**config.mk**
```make
export PLATFORM = sky130hd
export DESIGN_NAME = sap3_deserializer
export DESIGN_NICKNAME = d
export VERILOG_FILES = /design/src/rtl/sap3_deserializer.sv
export SDC_FILE = /design/constraint.sdc
export NUM_CORES = 1
export LEC_CHECK = 0
export ABC_AREA = 1
export BUFFER_PORTS_ARGS = -buffer_cell sky130_fd_sc_hd__buf_4
export CAP_MARGIN = 20
export CELL_PAD_IN_SITES_DETAIL_PLACEMENT = 1
export CELL_PAD_IN_SITES_GLOBAL_PLACEMENT = 2
export CORE_ASPECT_RATIO = 0.6
export CORE_UTILIZATION = 37
export DETAILED_ROUTE_END_ITERATION = 10
export PLACE_DENSITY = 0.77
export SLEW_MARGIN = 20
export SYNTH_ARGS = -nofsm -noshare
export SYNTH_HDL_FRONTEND = slang
export SYNTH_SLANG_ARGS = --single-unit
```
**constraint.sdc**
```tcl
create_clock -name clk -period 3.33 [get_ports clk]
set_clock_uncertainty 0.2 [all_clocks]
set_input_delay 0.1665 -clock clk [delete_from_list [all_inputs] [get_ports clk]]
set_output_delay 0.1665 -clock clk [all_outputs]
set_load 0.02 [all_outputs]
```
**src/rtl/sap3_deserializer.sv**
```systemverilog
// SAP-3 serial link receiver: recovers WIDTH-bit LSB-first frames and flags bad stop bits.
// Optional even-parity bit and parity_err output are enabled by defining SAP3_DESER_PARITY_EN.
module sap3_deserializer #(
    parameter int WIDTH        = 8,
    parameter int CLKS_PER_BIT = 1
) (
    input  logic             clk,
    input  logic             rst,
    input  logic             serial_in,
    output logic [WIDTH-1:0] data_out,
    output logic             data_valid,
    output logic             frame_err,
    output logic             busy
`ifdef SAP3_DESER_PARITY_EN
    ,
    output logic             parity_err
`endif
);

    localparam int CW = $clog2(CLKS_PER_BIT) + 1;
    localparam int BW = $clog2(WIDTH + 1);
    localparam int H  = (CLKS_PER_BIT - 1) / 2;
`ifdef SAP3_DESER_PARITY_EN
    localparam int LAST = WIDTH;
`else
    localparam int LAST = WIDTH - 1;
`endif
    localparam logic [CW-1:0] CNT_BIT  = CW'(CLKS_PER_BIT);
    localparam logic [CW-1:0] CNT_H    = CW'(H);
    localparam logic [CW-1:0] CNT_ONE  = CW'(1);
    localparam logic [BW-1:0] BIT_LAST = BW'(LAST);
    localparam logic [BW-1:0] BIT_DATA = BW'(WIDTH);

    typedef enum logic [2:0] {
        S_IDLE,
        S_START,
        S_DATA,
        S_STOP,
        S_BREAK
    } state_t;

    state_t           state_q, state_d;
    logic             meta_q, s_q, s_prev_q;
    logic [CW-1:0]    cnt_q, cnt_d;
    logic [BW-1:0]    bit_q, bit_d;
    logic [WIDTH-1:0] shreg_q, shreg_d;
    logic [WIDTH-1:0] data_q, data_d;
    logic             valid_q, valid_d;
    logic             ferr_q, ferr_d;
`ifdef SAP3_DESER_PARITY_EN
    logic             par_q, par_d;
    logic             perr_q, perr_d;
`endif

    always_ff @(posedge clk or posedge rst) begin
        if (rst) begin
            meta_q   <= 1'b1;
            s_q      <= 1'b1;
            s_prev_q <= 1'b1;
            state_q  <= S_IDLE;
            cnt_q    <= '0;
            bit_q    <= '0;
            shreg_q  <= '0;
            data_q   <= '0;
            valid_q  <= 1'b0;
            ferr_q   <= 1'b0;
`ifdef SAP3_DESER_PARITY_EN
            par_q    <= 1'b0;
            perr_q   <= 1'b0;
`endif
        end else begin
            meta_q   <= serial_in;
            s_q      <= meta_q;
            s_prev_q <= s_q;
            state_q  <= state_d;
            cnt_q    <= cnt_d;
            bit_q    <= bit_d;
            shreg_q  <= shreg_d;
            data_q   <= data_d;
            valid_q  <= valid_d;
            ferr_q   <= ferr_d;
`ifdef SAP3_DESER_PARITY_EN
            par_q    <= par_d;
            perr_q   <= perr_d;
`endif
        end
    end

    always_comb begin
        state_d = state_q;
        cnt_d   = cnt_q;
        bit_d   = bit_q;
        shreg_d = shreg_q;
        data_d  = data_q;
        valid_d = 1'b0;
        ferr_d  = 1'b0;
`ifdef SAP3_DESER_PARITY_EN
        par_d   = par_q;
        perr_d  = 1'b0;
`endif
        case (state_q)
            S_IDLE: begin
                if (s_prev_q && !s_q) begin
                    // cnt tracks cycles since the edge; with H=0 the edge cycle is the sample point
                    cnt_d   = CNT_ONE;
                    bit_d   = '0;
`ifdef SAP3_DESER_PARITY_EN
                    par_d   = 1'b0;
`endif
                    state_d = (H == 0) ? S_DATA : S_START;
                end
            end
            S_START: begin
                if (cnt_q == CNT_H) begin
                    cnt_d   = CNT_ONE;
                    state_d = s_q ? S_IDLE : S_DATA;
                end else begin
                    cnt_d = cnt_q + CNT_ONE;
                end
            end
            S_DATA: begin
                if (cnt_q == CNT_BIT) begin
                    cnt_d = CNT_ONE;
                    if (bit_q < BIT_DATA) begin
                        shreg_d = {s_q, shreg_q[WIDTH-1:1]};
                    end
`ifdef SAP3_DESER_PARITY_EN
                    par_d = par_q ^ s_q;
`endif
                    if (bit_q == BIT_LAST) begin
                        state_d = S_STOP;
                    end else begin
                        bit_d = bit_q + BW'(1);
                    end
                end else begin
                    cnt_d = cnt_q + CNT_ONE;
                end
            end
            S_STOP: begin
                if (cnt_q == CNT_BIT) begin
                    cnt_d = '0;
                    bit_d = '0;
                    if (!s_q) begin
                        ferr_d  = 1'b1;
                        state_d = S_BREAK;
`ifdef SAP3_DESER_PARITY_EN
                    end else if (par_q) begin
                        perr_d  = 1'b1;
                        state_d = S_IDLE;
`endif
                    end else begin
                        data_d  = shreg_q;
                        valid_d = 1'b1;
                        state_d = S_IDLE;
                    end
                end else begin
                    cnt_d = cnt_q + CNT_ONE;
                end
            end
            S_BREAK: begin
                if (s_q) begin
                    state_d = S_IDLE;
                end
            end
            default: state_d = S_IDLE;
        endcase
    end

    assign data_out   = data_q;
    assign data_valid = valid_q;
    assign frame_err  = ferr_q;
    assign busy       = (state_q != S_IDLE);
`ifdef SAP3_DESER_PARITY_EN
    assign parity_err = perr_q;
`endif

endmodule

```
==> impl_metrics.py <==
metrics = {
    "run_status": {
        "outcome": "finished clean",
    },
    "sta": {
        "fmax_ghz": 0.554,
        "maxSlewHeadroom_pct": 44.6,
        "setup_viol": 0,
        "rsz0062_at_grt": "no",
        "worstMarginPinSlew_ps": 831,
        "timing.hold.ws_ps": 164,
        "hold_viol": 0,
        "period_needed_ps": 1800,
        "post-route-period-util_pct": 54.2,
        "setup_slack_ps": 1530,
        "setup_tns_ps": 0,
        "slew_viol_final": 0,
    },
    "synth": {
        "syn_inst": 146,
        "ys_warn_count": 0,
        "syn_nets": 150,
        "ys_types": 21,
        "synth_top_cells_by_count": "nand2_1, dfrtp_1, nor2_1, inv_1, nand3_1",
        "synthTopCellsByArea": "dfrtp_1, nand2_1, nor2_1, dfstp_2, inv_1",
        "synth_edf_count": 0,
        "avgSynthCellArea_um2": 8.99,
        "synthArstFlopShare_pct": 100,
        "ys.flop_type": "dfrtp_1",
        "ys_ff_latch": 29,
        "synth_area_leader_cell": "dfrtp_1",
        "synth_most_common_cell": "nand2_1",
        "seq_area_frac_synth_pct": 55.6,
        "syn_area_um2": 1310,
        "netlist.area_leader.share_pct": 49.6,
    },
    "route": {
        "dr.pass1.iters": 4,
        "viasPerCell": 4.78,
        "antenna_left": 0,
        "dr_total_vias": 1019,
        "post-route-drc-count": 0,
        "drt_iter0_markers": 31,
        "wl_per_cell_um": 13.5,
        "totalWireLength_um": 2890,
    },
    "grt": {
        "antenna_found_initial": 0,
        "grtUsageTotal_pct": 16.8,
        "grt_pass1_vias": 976,
        "grt_start_max_net_pins": 22,
        "grt_pass1_wl_um": 4550,
        "grt_overflow": 0,
    },
    "critical_path": {
        "arrival_ps": 1800,
        "worstSetupPathType": "reg2reg",
        "reg2reg_from": "s_q",
        "cp_max_fo": 17,
        "startpoint_type": "register",
        "crit_path_end_kind": "register",
        "reg2reg_depth": 4,
        "worstSetupStartpoint": "s_q",
        "crit_required_ps": 3320,
    },
    "place": {
        "dp_hpwl_um": 2110,
        "dpl.cell_count": 203,
        "pre_cts_ws_ps": 1530,
        "place_area_um2": 1450,
        "gp_congestion": 0.740,
        "portBuffers": 13,
    },
    "floorplan": {
        "initial_core_util_pct": 39.5,
        "die_w_um": 78.9,
        "die-area_um2": 3800,
        "die_h_um": 48.1,
        "coreArea_um2": 3320,
        "rows": 16,
        "ios": 14,
    },
    "flow_run": {
        "cap_violations": 0,
    },
    "clocking": {
        "ctsHoldBuffers": 2,
        "cts_buffers": 5,
        "cts_resized": 0,
        "cts_tree": "built",
        "root_buffer": "clkbuf_8",
        "cts_buffer_depth": 2,
        "path_clk_slew_ps": 70,
        "cts_sinks": 29,
        "cts.htree.levels": 2,
        "post_cts_buffers": 0,
        "insertion_delay_ps": 280,
    },
    "hold_path": {
        "whs_path_depth": 0,
        "hp-class": "reg2reg",
        "min_from": "meta_q",
    },
    "power": {
        "intPower_uw": 882,
        "vdd_drop_max_uv": 405,
        "p_leak_nw": 0.796,
        "power.switching_fraction_pct": 42.8,
        "clkPwrFrac_pct": 19.6,
        "p_seq_share_pct": 37.7,
        "power.total_mw": 1.54,
        "powerDensity_nw_per_um2": 988,
        "combPwrFrac_pct": 42.7,
        "netSwitchingPower_uw": 660,
    },
    "finish": {
        "drive_gt1_share_pct": 24.4,
        "area.growth.synth_to_final_pct": 19.0,
        "fin_util_pct": 47.0,
        "fin_nets": 171,
        "fin_cells": 213,
        "antenna_cells": 0,
        "fin_area_um2": 1560,
    },
}
==> power groups by stage <==
stage	Sequential, mW	Combinational (mW)	Clock (mW)
after CTS	0.583	0.674	0.305
after floorplan	0.626	0.424	0
after global placement	0.582	0.641	0
final	0.581	0.659	0.303
after global routing	0.600	0.746	0.322
after detailed placement	0.588	0.668	0
==> flip-flops by register name, indices dropped and copies added, names as in the netlist, 3 cells and up <==
signal	cells
shreg_q	8
data_out	8
state_q	3
bit_q	4
==> kinds of logic (layout without fill, tap and decap cells) <==
group,count (synthesis),in the layout,share of synthesized area [%]
AND/OR/NAND/NOR,75,75,26.4
flip-flops,29,29,55.6
buffers and inverters,21,43,7.15
AO/OA/AOI/OAI,20,20,9.91
adder cells (fa/ha/maj),1,1,0.953
==> worst max-delay path, stage by stage (launching register included) <==
cell and delay (ps):
dfstp_2 560, inv_1 100, nor3_4 590, nor2_1 100, a21oi_1 170
==> final timing paths <==
check                              end  slack (ps)
min reg2reg                        s_q         160
min in group asynchronous   state_q[0]         410
min                                s_q         160
max in group asynchronous     s_prev_q        1780
max                        data_out[3]        1530
max reg2reg                data_out[3]        1530
==> cell usage in the layout (no fill, tap or decap), drive strengths merged <==
| master | Yosys | routed |
|---|---|---|
| nand2 | 37 | 37 |
| dfstp | 3 | 3 |
| nor3 | 2 | 2 |
| clkbuf | 0 | 8 |
| dlygate4sd3 | 0 | 2 |
| nor2 | 25 | 25 |
| a21oi | 7 | 7 |
| o21ai | 13 | 13 |
| buf | 2 | 14 |
| ha | 1 | 1 |
| inv | 19 | 19 |
| dfrtp | 26 | 26 |
| nand3 | 11 | 11 |
==> area by class of cell <==
| cell class | count | area [um^2] |
|---|---|---|
| well taps | 45 | 56.3 |
| repair buffers | 16 | 125 |
| flip-flops and latches | 29 | 729 |
| multi-input cells | 96 | 489 |
| inverters | 19 | 71.3 |
| fillers | 415 | 1760 |
| clock buffers | 8 | 90.1 |
==> layer usage <==
| layer | vias to the layer above | GRT usage (%) | wire (um) |
|---|---|---|---|
| met3 | 4 | 5.61 | 126 |
| li1 | 501 | - | - |
| met1 | 493 | 22.1 | 1510 |
| met2 | 21 | 26.6 | 1220 |
| met5 | - | 0 | 0 |
| met4 | 0 | 6.55 | 25 |
No activity file was read; power rests on OpenSTA's default activity.
